## src/rtl/e603_mrom_scan.sv

```systemverilog
// e603_mrom_scan -- walks a block of words on a read-only ICB port and adds
// them up.
//
// A scan issues one read at a time, starting at base_addr and stepping by one
// word. Each good response is added into sum, modulo 2^DW. An error response
// stops the scan and sets err. The end of a scan is marked by a one-cycle
// done pulse.
//
// Ports
//   clk, rst_n          clock; asynchronous active-low reset
//   start               one-cycle request, accepted only when idle
//   base_addr           byte start address; bits [1:0] are ignored
//   word_cnt            number of words to read
//   busy, done          scan in flight / one-cycle completion pulse
//   sum, err            checksum and error flag, held until the next start
//   icb_cmd_*           command channel (reads only)
//   icb_rsp_*           response channel
module e603_mrom_scan #(
  parameter int AW = 12,
  parameter int DW = 32,
  parameter int CW = 11
) (
  input  logic          clk,
  input  logic          rst_n,
  input  logic          start,
  input  logic [AW-1:0] base_addr,
  input  logic [CW-1:0] word_cnt,
  output logic          busy,
  output logic          done,
  output logic [DW-1:0] sum,
  output logic          err,
  output logic          icb_cmd_valid,
  input  logic          icb_cmd_ready,
  output logic [AW-1:0] icb_cmd_addr,
  output logic          icb_cmd_read,
  input  logic          icb_rsp_valid,
  output logic          icb_rsp_ready,
  input  logic          icb_rsp_err,
  input  logic [DW-1:0] icb_rsp_rdata
);

  typedef enum logic [1:0] {IDLE, CMD, WAIT, DONE} state_t;

  state_t        state, state_nxt;
  logic [AW-3:0] base_w;
  logic [CW-1:0] cnt, idx, idx_inc;
  logic          accept, cmd_hs, rsp_hs, last;
  logic          unused_ok;

  // The byte offset bits of the base address carry no information.
  assign unused_ok = ^base_addr[1:0];

  assign accept  = (state == IDLE) && start;
  assign cmd_hs  = icb_cmd_valid && icb_cmd_ready;
  // In CMD a response only counts when it arrives together with the command
  // handshake. With at most one read outstanding, any earlier response is
  // stray and is ignored.
  assign rsp_hs  = icb_rsp_valid &&
                   (((state == CMD) && icb_cmd_ready) || (state == WAIT));
  assign idx_inc = idx + CW'(1);
  assign last    = (idx_inc == cnt);

  assign busy          = (state == CMD) || (state == WAIT);
  assign done          = (state == DONE);
  assign icb_cmd_valid = (state == CMD);
  assign icb_rsp_ready = busy;
  assign icb_cmd_read  = 1'b1;
  // The address is built in word units, so stepping past the top of the
  // address space wraps back to word 0.
  assign icb_cmd_addr  = {base_w + (AW-2)'(idx), 2'b00};

  always_ff @(posedge clk or negedge rst_n) begin
    if (!rst_n) state <= IDLE;
    else        state <= state_nxt;
  end

  always_comb begin
    state_nxt = state;
    case (state)
      IDLE: if (start) state_nxt = (word_cnt == '0) ? DONE : CMD;
      CMD:
        if (cmd_hs) begin
          if (icb_rsp_valid) state_nxt = (icb_rsp_err || last) ? DONE : CMD;
          else               state_nxt = WAIT;
        end
      WAIT: if (icb_rsp_valid) state_nxt = (icb_rsp_err || last) ? DONE : CMD;
      DONE: state_nxt = IDLE;
      default: state_nxt = IDLE;
    endcase
  end

  always_ff @(posedge clk or negedge rst_n) begin
    if (!rst_n) begin
      base_w <= '0;
      cnt    <= '0;
      idx    <= '0;
      sum    <= '0;
      err    <= 1'b0;
    end else if (accept) begin
      base_w <= base_addr[AW-1:2];
      cnt    <= word_cnt;
      idx    <= '0;
      sum    <= '0;
      err    <= 1'b0;
    end else if (rsp_hs) begin
      if (icb_rsp_err) begin
        err <= 1'b1;
      end else begin
        sum <= sum + icb_rsp_rdata;
        idx <= idx_inc;
      end
    end
  end

endmodule

```

## config.mk

```make
export PLATFORM = sky130hd
export DESIGN_NAME = e603_mrom_scan
export DESIGN_NICKNAME = d
export VERILOG_FILES = /design/src/rtl/e603_mrom_scan.sv
export SDC_FILE = /design/constraint.sdc
export NUM_CORES = 1
export LEC_CHECK = 0
export CORE_MARGIN = 2
export CORE_UTILIZATION = 37
export CTS_BUF_LIST = sky130_fd_sc_hd__clkbuf_4 sky130_fd_sc_hd__clkbuf_8
export DETAILED_ROUTE_END_ITERATION = 7
export PLACE_DENSITY_LB_ADDON = 0.05
export SKIP_LAST_GASP = 1
export SLEW_MARGIN = 20
export SYNTH_ARGS = -nofsm -noshare
export SYNTH_HDL_FRONTEND = slang
export SYNTH_SLANG_ARGS = --single-unit
```

## constraint.sdc

```tcl
create_clock -name clk -period 4.4 [get_ports clk]
set_input_delay 0.44 -clock clk [delete_from_list [all_inputs] [get_ports clk]]
set_output_delay 0.44 -clock clk [all_outputs]
set_load 0.03 [all_outputs]
```

## After elaboration in Yosys (flattened, before gate mapping)

Cells that the tools add are included.

| operators by class | value |
|---|---|
| reductions and logical operators | 13 |
| equal/unequal tests | 8 |
| mux-type cells | 16 |
| add/sub/neg operators | 3 |

Operator list:

| cell | number |
|---|---|
| 2-to-1 mux 32 bit | 3 |
| 2-to-1 mux 11 bit | 3 |
| adder 32 bit | 1 |
| 2-to-1 mux 2 bit | 6 |
| adder 11 x 1 -> 11 bit, second input constant | 1 |
| equality test 11 bit | 1 |
| logical NOT 11 bit | 1 |
| adder 10 bit | 1 |
| one-hot mux 2 bit (4 select lines) | 1 |
| equality test 2 bit, second input constant | 2 |
| inequality test 2 x 1 -> 1 bit, second input constant | 2 |
| inequality test 2 bit, second input constant | 2 |
| AND reduction 2 bit | 2 |
| nonzero test 2 bit | 2 |
| logical AND 1 bit | 3 |
| logical OR 1 bit | 3 |
| 2-to-1 mux 1 bit | 3 |
| AND reduction 3 bit | 1 |
| equality test 2 x 1 -> 1 bit, second input constant | 1 |
| logical NOT 2 bit | 1 |

| storage, ports and cells | value |
|---|---|
| word-level logic and storage cells | 46 |
| register bits after elaboration | 67 |

## Depth between registers and ports, before layout

| depth | value |
|---|---|
| depth in word-level cells | 7 |
| gate-level depth with buffers | 11 |

## Least setup slack after synthesis

Ideal clock, no wire load.

| timing path | value |
|---|---|
| path kind | flip-flop to output port |
| from | reg idx[1] |
| to | out icb_cmd_addr[11] |
| arrival | 2.420 ns |
| stages on the path, launching flop included | 10 |
| buffers on the path | 0 |
| data required time | 3.960 ns |
| slack | 1.540 ns |
| path through | dfrtp_1 > ha_1 > a21o_1 > a21oi_1 > o21ai_0 > a21oi_1 > o21bai_1 > a21oi_1 > nor2_1 > a211oi_1 |

| on the way | value |
|---|---|
| cells in the longest elaborated chain, start to end | 1 |

RTL lines:

| element | line | text |
|---|---|---|
| from (decl) | 46 | `logic [CW-1:0] cnt, idx, idx_inc;` |
| from (signal assigned) | 110 | `idx <= idx_inc;` |
| adder 10 bit | 70 | `assign icb_cmd_addr = {base_w + (AW-2)'(idx), 2'b00};` |
| to (decl) | 34 | `output logic [AW-1:0] icb_cmd_addr,` |

No other way between the ends.

## Worst setup path after layout

| timing path | value |
|---|---|
| from | reg idx[0] |
| to | out icb_cmd_addr[10] |

Same word-level chain as after synthesis.

==> reports/metrics.csv <==
stage,metric,value,unit
run_status,status,finished clean,
logic_synthesis,library cells used by synthesis,61,
sta,Slew HR,0.411,
clocking,Bufs on Longest Clock Path,2,
clocking,clock-pin transition on the worst setup and hold timing paths,0.08,ns
logic_synthesis,Main synth FF type,dfrtp_1,
flow_run,Max Cap Violations,0,
layout,ratio of cells with drive above 1 in the final layout,0.0513,
routing,WL final,14100,um
sta,final worst-path cycle share,0.842,
sta,final worst slack,0.695,ns
logic_synthesis,Yosys warning total,0,
routing,Initial DRC Count,204,
layout,Inserted Diodes,0,
clocking,post-CTS setup buffer count,0,
routing,DR vias/cell,5.27,
placed_design,post-detail-place hpwl,10200,um
worst_setup_path,CP Buf/Inv Count,2,
logic_synthesis,Syn Inst Count,643,
worst_setup_path,crit-path leading delay family,compound AO/OA/AOI/OAI gates,
global_route,first-pass GRT wire length,23300,um
clocking,Clock Sinks,67,
clocking,Hold Buf Count CTS,0,
worst_setup_path,CP Data Required Time,3.96,ns
logic_synthesis,post-synth top area share,0.322,
power_and_ir_drop,Static Leak,3.01,nW
sta,Clock Skew,0.00501,ns
floorplanning,die height,123,um
logic_synthesis,sequential-to-total area share from yosys stat,0.322,
sta,Final TNS setup,0,ns
floorplanning,Core Box Area,0.0138,sq mm
global_route,vias in the first global route,4780,
sta,Setup-failing EPs final,0,
logic_synthesis,#FFs+latches synth,67,
worst_setup_path,Worst path max stage delay,0.68,ns
routing,DRT Pass-1 Iters,4,
floorplanning,die area,0.0151,sq mm
clocking,post-CTS sizing,0,
floorplanning,DIE WIDTH,123,um
power_and_ir_drop,PD cells,627,mW/mm^2
logic_synthesis,number of enable flip-flop cells after synthesis,0,
worst_setup_path,CP max stage cell,clkdlybuf4s50_1,
floorplanning,row cnt,43,
clocking,clk root buf,clkbuf_8,
layout,FILL cells,1361,
sta,Slew @ Worst Pin,0.883,ns
worst_hold_path,hold crit path type,input port to async pin,
sta,minimum clock period,3.70,ns
global_route,GRT Total Usage,0.198,
clocking,H-tree Lvls,3,
routing,vias,4853,
power_and_ir_drop,"Power, Total",4.15,mW
placed_design,routability cong.,0.842,
clocking,TritonCTS Buffers,9,
logic_synthesis,Mapped Area,0.00521,sq mm
placed_design,Setup WS pre-CTS,0.854,ns
sta,RSZ-0062 raised after global routing,false,
layout,synthesis-to-layout area growth,26.8,%
layout,# nets final,845,
sta,final hold violations,0,
clocking,TritonCTS clock tree,built,
worst_setup_path,Worst setup EP type,output port,
worst_setup_path,Crit Path Category,flip-flop to output port,
worst_setup_path,worst path arrival time,3.26,ns
routing,DRT antenna net count,0,
global_route,initial antenna violation count,0,
worst_setup_path,cells along the critical path,"ha_1, inv_1, fa_1, nor2b_1, o21ai_0, a21boi_0, o21ai_0, nand2b_1, a21o_1, a21oi_1, xnor2_1, clkdlybuf4s50_1",
routing,DR DRC count,0,
logic_synthesis,Yosys top cell by area,dfrtp_1,
logic_synthesis,Area contributors post-synth,"dfrtp_1 32%, ha_1 11%, nand2_1 9.1%",
global_route,grt ovf,0,
power_and_ir_drop,peak supply drop,0.268,mV
sta,fmax,270,MHz
sta,fin. max-slew vios,0,
floorplanning,I/O Pins,111,
worst_setup_path,CP Max Fanout,5,
placed_design,port bufs,105,
logic_synthesis,async set-reset flop share out of synthesis,1.00,
logic_synthesis,post-synthesis area per instance,8.11,sq um
global_route,pin count of the biggest net entering global routing,50,
routing,Avg WL per Cell,15.3,um
floorplanning,Initial Util,0.377,
clocking,Worst-Skew Late Latency,0.37,ns
worst_setup_path,cell mode on critical path,o21ai_0,
worst_setup_path,startpoint types,flip-flop,
Yosys cell counts (7+ instances only):
| cell type | instances |
|---|---|
| a21o_1 | 12 |
| a211oi_1 | 7 |
| clkbuf_1 | 18 |
| and2_1 | 7 |
| a21oi_1 | 55 |
| nand2_1 | 126 |
| ha_1 | 46 |
| xor2_1 | 19 |
| a31oi_1 | 7 |
| and3_1 | 8 |
| nand3_1 | 22 |
| inv_1 | 26 |
| dfrtp_1 | 67 |
| nor3_1 | 12 |
| xnor2_1 | 28 |
| o21ai_0 | 32 |
| nor4_1 | 7 |
| nor2_1 | 33 |
registers in the layout, summed over array words and instances (netlist names):
name / cells
sum: 32
cnt: 11
idx: 11
base_w: 10
state: 2
err: 1
layout make-up:
type                            count  area, sq um  share of cell area
Sequential cell                    67         1680               0.254
Timing Repair Buffer              111         1090               0.165
Inverter                           26         97.6              0.0148
Clock buffer                       12          153              0.0231
Clock inverter                      4         50.0             0.00757
Tap cell                          180          225              0.0341
Multi-Input combinational cell    521         3320               0.502
layer usage:
layer,vias up,global-route usage,wire (um)
met3,11,0.0539,575
li1,2440,-,-
met1,2322,0.244,6440
met4,0,0.0510,156
met2,80,0.340,6960
met5,-,0,0
metrics by stage:
step / cells / util / cell area [sq um] / hold slack, ns
after floorplan: 644 / - / 5220 / 0.144
after global placement: 905 / 0.463 / 6410 / 0.469
after detailed placement: 905 / 0.463 / 6410 / 0.474
after CTS: 921 / 0.478 / 6610 / 0.176
after global routing: 921 / 0.478 / 6610 / 0.204
final: 921 / 0.478 / 6610 / 0.145
cells in the final DEF (no fill, tap or decap), types with 8 or more instances in the layout:
cell type        synthesis  final
clkbuf_8                 0     10
nor3_1                  12     12
nor2_1                  33     33
a21oi_1                 55     55
ha_1                    46     46
nand2_1                126    126
and3_1                   8      8
xnor2_1                 28     28
o21ai_0                 32     32
nand3_1                 22     21
inv_1                   26     26
xor2_1                  19     19
clkdlybuf4s50_1          0    104
dfrtp_1                 67     67
a21o_1                  12     12
power by group:
part / internal, mW / switching, mW
Clock: 0.289 / 0.260
Sequential: 0.843 / 0.192
Combinational: 1.08 / 1.49
Total: 2.21 / 1.94
path summary, 6_finish.rpt:
path	cells past startpoint	slack [ns]	startpoint	endpoint
worst max-delay path	12	0.70	idx[0]$_DFFE_PN0P_	icb_cmd_addr[10]
worst min-delay path	1	0.14	rst_n	base_w[7]$_DFFE_PN0P_
worst max register to register	11	1.38	sum[0]$_DFFE_PN0P_	sum[28]$_DFFE_PN0P_
worst min register to register	2	0.49	base_w[2]$_DFFE_PN0P_	base_w[2]$_DFFE_PN0P_
max in group asynchronous	2	3.27	rst_n	sum[23]$_DFFE_PN0P_
min in group clk	2	0.49	base_w[2]$_DFFE_PN0P_	base_w[2]$_DFFE_PN0P_
cell families after synthesis:
group | after synthesis | share of synthesized area
XOR/XNOR | 47 | 0.0790
adder cells (fa/ha/maj) | 48 | 0.118
AND/OR/NAND/NOR | 262 | 0.238
flip-flops | 67 | 0.322
buffers and inverters | 56 | 0.0437
other | 2 | 0.00144
multiplexers | 2 | 0.00384
AO/OA/AOI/OAI | 159 | 0.195
Note: power is estimated with default switching activity, not from simulation.
